## src/rtl/uart_tester_ctrl.sv

```systemverilog
// uart_tester_ctrl
// ----------------
// Controller between the board I/O and the uart core's byte interfaces.
// It offers three transmit sources selected by 'mode':
//   0 manual  : one byte of tx_byte per press of the send_req button
//   1 echo    : every received byte goes through an echo FIFO and back out
//   2 pattern : incrementing byte pattern (only when UART_TESTER_PATGEN_EN
//               is defined; otherwise behaves like mode 3)
//   3 idle    : nothing is transmitted
// It also keeps RX/TX/overflow statistics for the LEDs.
//
// Optional feature macro: UART_TESTER_PATGEN_EN (pattern generator).
//
// Ports:
//   SYSCLK, SYSRST          clock, asynchronous active-low reset
//   mode[1:0]               transmit source select
//   send_req                raw push-button level (asynchronous)
//   clear                   synchronous statistics clear + FIFO flush
//   tx_byte                 byte sent in manual mode
//   uart_in_ready/valid/data  TX handshake toward the uart core
//   uart_out_valid/data     RX byte pulse from the uart core
//   last_rx                 most recent RX byte
//   rx_count/tx_count       wrapping byte counters
//   ovf_count, overflow     saturating drop counter, sticky drop flag
//   fifo_level              echo FIFO occupancy
//   busy                    TX FSM is in SEND
module uart_tester_ctrl #(
    parameter int DATA_W     = 8,
    parameter int FIFO_DEPTH = 16,
    parameter int CNT_W      = 8
) (
    input  logic                          SYSCLK,
    input  logic                          SYSRST,
    input  logic [1:0]                    mode,
    input  logic                          send_req,
    input  logic                          clear,
    input  logic [DATA_W-1:0]             tx_byte,
    input  logic                          uart_in_ready,
    output logic                          uart_in_valid,
    output logic [DATA_W-1:0]             uart_in_data,
    input  logic                          uart_out_valid,
    input  logic [DATA_W-1:0]             uart_out_data,
    output logic [DATA_W-1:0]             last_rx,
    output logic [CNT_W-1:0]              rx_count,
    output logic [CNT_W-1:0]              tx_count,
    output logic [CNT_W-1:0]              ovf_count,
    output logic                          overflow,
    output logic [$clog2(FIFO_DEPTH):0]   fifo_level,
    output logic                          busy
);

    localparam int AW = $clog2(FIFO_DEPTH);
    localparam int LW = AW + 1;
    localparam logic [LW-1:0] FULL_LVL = LW'(FIFO_DEPTH);

    typedef enum logic {
        IDLE = 1'b0,
        SEND = 1'b1
    } state_t;

    state_t              state_r, state_nxt_s;
    logic                valid_r;
    logic [DATA_W-1:0]   data_r;
    logic                s1_r, s2_r, s3_r;
    logic                edge_s;
    logic                transfer_s;
    logic                load_s;
    logic [DATA_W-1:0]   load_data_s;
    logic                pop_s;

    logic [DATA_W-1:0]   mem_r [FIFO_DEPTH];
    logic [AW-1:0]       wr_ptr_r, rd_ptr_r;
    logic [LW-1:0]       level_r;
    logic                full_s, empty_s;
    logic                wr_req_s, wr_en_s, drop_s;

    logic [DATA_W-1:0]   last_rx_r;
    logic [CNT_W-1:0]    rx_count_r, tx_count_r, ovf_count_r;
    logic                overflow_r;

`ifdef UART_TESTER_PATGEN_EN
    logic [DATA_W-1:0]   pat_r;
    logic                pat_fly_r;
    logic                pat_load_s;
`endif

    assign edge_s     = s2_r & ~s3_r;
    assign transfer_s = valid_r & uart_in_ready;
    assign full_s     = (level_r == FULL_LVL);
    assign empty_s    = (level_r == {LW{1'b0}});

    // Echo writes are discarded while clear flushes the FIFO. A full FIFO
    // still accepts a write when the FSM pops in the same cycle.
    assign wr_req_s = uart_out_valid & (mode == 2'd1) & ~clear;
    assign wr_en_s  = wr_req_s & (~full_s | pop_s);
    assign drop_s   = wr_req_s & full_s & ~pop_s;

    // Two-flop synchroniser for the push-button plus edge register
    always_ff @(posedge SYSCLK or negedge SYSRST) begin
        if (!SYSRST) begin
            s1_r <= 1'b0;
            s2_r <= 1'b0;
            s3_r <= 1'b0;
        end else begin
            s1_r <= send_req;
            s2_r <= s1_r;
            s3_r <= s2_r;
        end
    end

    // TX FSM next state, byte source selection and FIFO pop request
    always_comb begin
        state_nxt_s = state_r;
        load_s      = 1'b0;
        load_data_s = {DATA_W{1'b0}};
        pop_s       = 1'b0;
`ifdef UART_TESTER_PATGEN_EN
        pat_load_s  = 1'b0;
`endif
        case (state_r)
            IDLE: begin
                case (mode)
                    2'd0: begin
                        if (edge_s) begin
                            load_s      = 1'b1;
                            load_data_s = tx_byte;
                            state_nxt_s = SEND;
                        end else begin
                            state_nxt_s = IDLE;
                        end
                    end
                    2'd1: begin
                        // The FIFO is being flushed under clear, so it
                        // cannot also be popped in that cycle.
                        if (!empty_s && !clear) begin
                            pop_s       = 1'b1;
                            load_s      = 1'b1;
                            load_data_s = mem_r[rd_ptr_r];
                            state_nxt_s = SEND;
                        end else begin
                            state_nxt_s = IDLE;
                        end
                    end
`ifdef UART_TESTER_PATGEN_EN
                    2'd2: begin
                        load_s      = 1'b1;
                        pat_load_s  = 1'b1;
                        load_data_s = pat_r;
                        state_nxt_s = SEND;
                    end
`endif
                    default: begin
                        state_nxt_s = IDLE;
                    end
                endcase
            end
            SEND: begin
                if (transfer_s) begin
                    state_nxt_s = IDLE;
                end else begin
                    state_nxt_s = SEND;
                end
            end
            default: begin
                state_nxt_s = IDLE;
            end
        endcase
    end

    // TX FSM state, valid and data holding registers
    always_ff @(posedge SYSCLK or negedge SYSRST) begin
        if (!SYSRST) begin
            state_r <= IDLE;
            valid_r <= 1'b0;
            data_r  <= {DATA_W{1'b0}};
        end else begin
            state_r <= state_nxt_s;
            valid_r <= (state_nxt_s == SEND);
            if (load_s) begin
                data_r <= load_data_s;
            end
        end
    end

    // Echo FIFO storage, pointers and occupancy
    always_ff @(posedge SYSCLK or negedge SYSRST) begin
        if (!SYSRST) begin
            for (int i = 0; i < FIFO_DEPTH; i++) begin
                mem_r[i] <= {DATA_W{1'b0}};
            end
            wr_ptr_r <= {AW{1'b0}};
            rd_ptr_r <= {AW{1'b0}};
            level_r  <= {LW{1'b0}};
        end else if (clear) begin
            wr_ptr_r <= {AW{1'b0}};
            rd_ptr_r <= {AW{1'b0}};
            level_r  <= {LW{1'b0}};
        end else begin
            if (wr_en_s) begin
                mem_r[wr_ptr_r] <= uart_out_data;
                wr_ptr_r        <= wr_ptr_r + AW'(1);
            end
            if (pop_s) begin
                rd_ptr_r <= rd_ptr_r + AW'(1);
            end
            case ({wr_en_s, pop_s})
                2'b10:   level_r <= level_r + LW'(1);
                2'b01:   level_r <= level_r - LW'(1);
                default: level_r <= level_r;
            endcase
        end
    end

    // Statistics; an event coinciding with clear is counted from zero
    always_ff @(posedge SYSCLK or negedge SYSRST) begin
        if (!SYSRST) begin
            last_rx_r   <= {DATA_W{1'b0}};
            rx_count_r  <= {CNT_W{1'b0}};
            tx_count_r  <= {CNT_W{1'b0}};
            ovf_count_r <= {CNT_W{1'b0}};
            overflow_r  <= 1'b0;
        end else if (clear) begin
            last_rx_r   <= uart_out_valid ? uart_out_data : {DATA_W{1'b0}};
            rx_count_r  <= uart_out_valid ? CNT_W'(1) : {CNT_W{1'b0}};
            tx_count_r  <= transfer_s ? CNT_W'(1) : {CNT_W{1'b0}};
            ovf_count_r <= {CNT_W{1'b0}};
            overflow_r  <= 1'b0;
        end else begin
            if (uart_out_valid) begin
                last_rx_r  <= uart_out_data;
                rx_count_r <= rx_count_r + CNT_W'(1);
            end
            if (transfer_s) begin
                tx_count_r <= tx_count_r + CNT_W'(1);
            end
            if (drop_s) begin
                overflow_r <= 1'b1;
                if (ovf_count_r != {CNT_W{1'b1}}) begin
                    ovf_count_r <= ovf_count_r + CNT_W'(1);
                end
            end
        end
    end

`ifdef UART_TESTER_PATGEN_EN
    // Pattern value; advances only when a pattern byte is transferred
    always_ff @(posedge SYSCLK or negedge SYSRST) begin
        if (!SYSRST) begin
            pat_r     <= {DATA_W{1'b0}};
            pat_fly_r <= 1'b0;
        end else begin
            if (load_s) begin
                pat_fly_r <= pat_load_s;
            end
            if (clear) begin
                pat_r <= {DATA_W{1'b0}};
            end else if (transfer_s && pat_fly_r) begin
                pat_r <= pat_r + DATA_W'(1);
            end
        end
    end
`endif

    assign uart_in_valid = valid_r;
    assign uart_in_data  = data_r;
    assign busy          = (state_r == SEND);
    assign last_rx       = last_rx_r;
    assign rx_count      = rx_count_r;
    assign tx_count      = tx_count_r;
    assign ovf_count     = ovf_count_r;
    assign overflow      = overflow_r;
    assign fifo_level    = level_r;

endmodule
```

## config.mk

```make
export PLATFORM = sky130hd
export DESIGN_NAME = uart_tester_ctrl
export DESIGN_NICKNAME = d
export VERILOG_FILES = /design/src/rtl/uart_tester_ctrl.sv
export SDC_FILE = /design/constraint.sdc
export NUM_CORES = 1
export LEC_CHECK = 0
export CORE_ASPECT_RATIO = 0.9
export CORE_MARGIN = 4
export CORE_UTILIZATION = 50
export DETAILED_ROUTE_END_ITERATION = 12
export PLACE_DENSITY = 0.83
export SLEW_MARGIN = 20
export SYNTH_ARGS = -nofsm -noshare
export SYNTH_HDL_FRONTEND = slang
export SYNTH_SLANG_ARGS = --single-unit
```

## constraint.sdc

```tcl
create_clock -name SYSCLK -period 2.6 [get_ports SYSCLK]
set_input_delay 0.52 -clock SYSCLK [delete_from_list [all_inputs] [get_ports SYSCLK]]
set_output_delay 0.52 -clock SYSCLK [all_outputs]
set_load 0.1 [all_outputs]
```

# --- Word level (Yosys, flattened, before mapping) ---
# Cells that the tools add are included.
# W data, S select, Z words.
op_classes:
  addsub: 7
  n_lt_le_gt_ge: 3
  eq_ne: 5
  mux: 38
  bitwise: 15
  reduce_logical: 15
ops:
  columns: ["op", "n"]
  rows:
  - ["$bwmux W128", 1]
  - ["$mux W8", 16]
  - ["$bmux W8 S4", 1]
  - ["$demux W8 S4", 1]
  - ["$add A8 B1 Y8 const B", 3]
  - ["$mux W4", 4]
  - ["$pmux W8 S2", 1]
  - ["$reduce_bool A2 Y1", 6]
  - ["$ge A5 B5 Y1 const B", 2]
  - ["$mux W1", 10]
  - ["$not A4 Y5", 2]
  - ["$pmux W5 S2", 1]
  - ["$add A4 B1 Y4 const B", 2]
  - ["$ne A8 B8 Y1 const B", 1]
  - ["$and A1 B1 Y1", 7]
  - ["$add A5 B1 Y5 const B", 1]
  - ["$eq A5 B5 Y1 const B", 1]
  - ["$logic_not A5 Y1", 1]
  - ["$lt A5 B1 Y1 const B", 1]
  - ["$mux W5", 1]
  - ["$not A1 Y1", 5]
  - ["$sub A5 B1 Y5 const B", 1]
  - ["$eq A2 B1 Y1 const B", 2]
  - ["$pmux W1 S2", 2]
  - ["7 further kinds", 10]
totals:
  ff_bits: 186
  out_inout_bits: 48
  word_cells: 112

# --- Logic depth before layout (Yosys ltp) ---
depth:
  ltp_word: 11
  mapped_depth: 11
  depth_no_buf: 10

# --- Least setup slack after synthesis ---
# No wires, ideal clock.
synth_path:
  path_kind: "register -> register"
  start: "register level_r[1] (netlist: fifo_level[1])"
  end: "register level_r[4] (netlist: fifo_level[4])"
  setup_time_ns: 0.120
  arrival_time_ns: 2.935
  required_ns: 2.480
  path_slack_ns: -0.455
  stages_incl_launch_ff: 11
  cell_sequence: "dfrtp_1 -> or4_1 -> buf_2 -> o211ai_1 -> o21ai_0 -> ha_1 -> o31ai_1 -> nand2b_1 -> mux2i_1 -> a21oi_1 -> a31o_2"
synth_via:
  elab_chain_cells: 11
  word_cells_on_any_way: 17
  classes_between: "2 x add/sub; 3 x eq/ne; 5 x mux; 3 x bitwise; 4 x reduce/logical"
synth_rtl:
  columns: ["element", "line", "text"]
  rows:
  - ["from (decl)", "73", "logic [LW-1:0] level_r;"]
  - ["from (signal assigned)", "193", "level_r <= {LW{1'b0}};"]
  - ["from (signal assigned)", "197", "level_r <= {LW{1'b0}};"]
  - ["from (signal assigned)", "207", "2'b10: level_r <= level_r + LW'(1);"]
  - ["$logic_not A5 Y1", "90", "assign empty_s = (level_r == {LW{1'b0}});"]
  - ["$logic_not A1 Y1", "135", "if (!empty_s && !clear) begin"]
  - ["$logic_and A1 B1 Y1", "135", null]
  - ["$mux W1", "135", null]
  - ["$mux W1", "122", "case (mode)"]
  - ["$mux W1", "120", "case (state_r)"]
  - ["$or A1 B1 Y1", "95", "assign wr_en_s = wr_req_s & (~full_s | pop_s);"]
  - ["$and A1 B1 Y1", "95", null]
  - ["$eq A2 B1 Y1 / $eq A2 B2 Y1 (equally long branches)", "206", "case ({wr_en_s, pop_s})"]
  - ["$pmux W5 S2", "206", null]
  - ["$mux W5", "194", "end else if (clear) begin"]
# Several ways; a longest one is shown, not always the timed one.
# A chain may end at the register's enable or synchronous reset.

# --- Final worst setup path ---
# Same ends and word-level chain as after synthesis.

==> impl_metrics.yaml <==
route:
  wire_per_inst_um: 21.1
  drtAntennaViolNets: 0
  drc: 0
  wirelength_mm: 19.4
  drt-initial-drc-count: 384
  vias: 5557
  vias_per_cell: 6.03
  dr.pass1.iters: 5
sta:
  maxSlewHeadroom: 0.519
  fin_crit_ns: 2.54
  skew_ns: 0.00748
  max_freq_ghz: 0.394
  setup_viol: 0
  tightest_slew_ns: 0.718
  finalHoldViolCount: 0
  slew_viol_final: 0
  min_period_over_period: 0.977
synthesis:
  yosysWarnings: 0
  synth.largest_area_cell: "dfrtp_1"
  ys.flop_type: "dfrtp_1"
  synth_top_area_share: 0.540
  syn-cell-area_um2: 8630
  synth_nets: 655
  ys_types: 47
  avgSynthCellArea_um2: 13.9
  async_flop_share: 1.00
  synth-seq-cells: 186
  postSynthCellCount: 621
  synth-edff-count: 0
  ys_seq_area_frac: 0.540
  synth_area_leaders: "dfrtp_1 (54%), mux2_2 (17%), mux4_2 (8.4%)"
clocking:
  htreeDepth: 4
  clkSinkCount: 186
  root_buffer: "clkbuf_16"
  numCtsBuffers: 17
  clk_path_buf_depth: 2
  cts.clk_slew.worst_paths_ns: 0.07
  cts_tree: "yes"
  clkLatencyLatePin_ns: 0.43
run_status:
  status: "finished, final reports clean"
final_layout:
  drive_gt1_frac: 0.421
  final_cell_mix: "dfrtp_1 (181), mux2_2 (130), buf_4 (68)"
  layout.cells.non_filler: 922
  layout_commonest_cell: "dfrtp_1"
  area_growth_pct: 17.6
  diodes: 0
  nNetsFinal: 732
power_and_ir_drop:
  power_leakage_uw: 0.00483
  cellPowerDensity_nw_per_um2: 691
  vdd_ir_drop_max_uv: 374
  power.total_uw: 7010
setup_path:
  r2r_end: "fifo_level[4]"
  critPathKind: "reg -> reg"
  r2r_cells: 9
  critPathArrivalTime_ns: 2.86
  critPathCaptureType: "register"
  r2r_setup_slack_ns: 0.06
  startpoint: "fifo_level[1]"
  critPathMaxFanout: 4
  slowest_delay_ns: 0.55
  rr_startpoint: "fifo_level[1]"
  required_ns: 2.92
  crit_chain: "or4_4 -> o211ai_1 -> o21ai_1 -> ha_2 -> o31ai_2 -> nand2b_1 -> mux2i_1 -> a21oi_1 -> a31o_2"
  cp-start-kind: "register"
  slowest_stage: "or4_4"
floorplan:
  die_h_um: 133
  num_rows: 45
  coreArea_um2: 16900
  dieArea_um2: 19400
  die_x_um: 146
  start_util: 0.511
  pin_count: 72
placement:
  io_buffers: 71
  dp_hpwl_mm: 12.8
  gp_congestion: 0.903
  dp.cells: 886
worst_hold_path:
  holdCritPathClass: "in -> async"
global_routing:
  grt_max_degree: 64
  grt_pass1_wl_mm: 31.9
  grt_pass1_vias: 5818
  track_usage: 0.209
  overflow: 0
  antenna_found_initial: 0
job:
  drv_cap: 0
power by group:
part           internal, uW  total, uW  switching [uW]
Clock                  1260       2400            1130
Sequential             3050       3160             113
Combinational           378       1450            1070
Total                  4690       7010            2320
timing repair:
item / in CTS / in global routing
endpoints found under the setup margin: 0 / 2
hold buffers: 0 / 0
buffers inserted: 0 / 4
gates resized for setup: 0 / 2
sequential cells by signal (all words and copies together), names as in the netlist:
| signal | cells |
|---|---|
| fifo_level | 5 |
| last_rx | 8 |
| mem_r | 128 |
| overflow | 1 |
| ovf_count | 8 |
| rd_ptr_r | 4 |
| rx_count | 8 |
| s1_r | 1 |
| s2_r | 1 |
| s3_r | 1 |
| tx_count | 8 |
| uart_in_data | 8 |
| uart_in_valid | 1 |
| wr_ptr_r | 4 |
cells in the mapped netlist, types with 5 or more instances:
cell / number
clkbuf_1: 24
buf_1: 7
xor2_1: 15
a21oi_1: 14
dfrtp_1: 186
nand3_2: 12
a22oi_1: 16
o21ai_0: 6
mux4_2: 32
nor2_1: 36
nand4_1: 6
nand2_1: 22
inv_1: 9
a221o_1: 8
xnor2_1: 9
and3_1: 5
mux2_2: 130
mux2i_1: 7
a22o_1: 8
nand3_1: 7
nor2b_1: 7
ha_1: 10
nand2b_1: 5
buf_2: 6
final cells by class:
cell class                 instances  area [um2]
fill                            1271        6750
clock buffer                      20         447
clock inverter                    12        95.1
timing repair buffer              96         842
sequential                       186        4670
inverter                           9        33.8
multi-input combinational        388        3800
tap                              211         264
worst max-delay path: cells and delay by family (launching register included):
kind	cells	cell delay [ns]
AOI/OAI and AO/OA	5	0.91
muxes	1	0.19
and+or+nand+nor	2	0.63
adders and majority gates	1	0.22
DFF	1	0.49
worst max-delay path by stage:
stage / end / slack, ns / cells past startpoint
finish: fifo_level[4] / 0.06 / 9
global route: fifo_level[4] / -0.05 / 9
CTS: fifo_level[4] / 0.04 / 9
detailed placement: fifo_level[4] / -0.07 / 11
global placement: fifo_level[4] / 0.03 / 12
floorplan: fifo_level[4] / -0.14 / 10
per-layer routing:
layer  vias up  track usage  wire [um]
met2       178        0.336       9550
li1       2446            -          -
met3        27       0.0521       1160
met4         0       0.0617        333
met1      2906        0.284       8380
met5         -            0          0
cell families after synthesis:
kind of cell | synth area share
XOR/XNOR | 0.0244
multiplexers | 0.261
AND/OR/NAND/NOR | 0.0744
adder cells (fa/ha/maj) | 0.0145
flip-flops | 0.540
buffers and inverters | 0.0218
AO/OA/AOI/OAI | 0.0641
per-stage QoR:
step / util / instance area (um2) / hold WS (ns) / setup TNS, ns / worst slack, ns
floorplan: - / 8640 / 0.224 / -0.142 / -0.142
global placement: 0.566 / 9560 / 0.337 / 0 / 0.0336
detailed placement: 0.566 / 9560 / 0.347 / -0.0935 / -0.0730
CTS: 0.598 / 10100 / 0.0890 / 0 / 0.0409
global route: 0.601 / 10100 / 0.109 / -0.0499 / -0.0499
finish: 0.601 / 10100 / 0.0727 / 0 / 0.0604
Note: power is estimated with default switching activity, not from simulation.
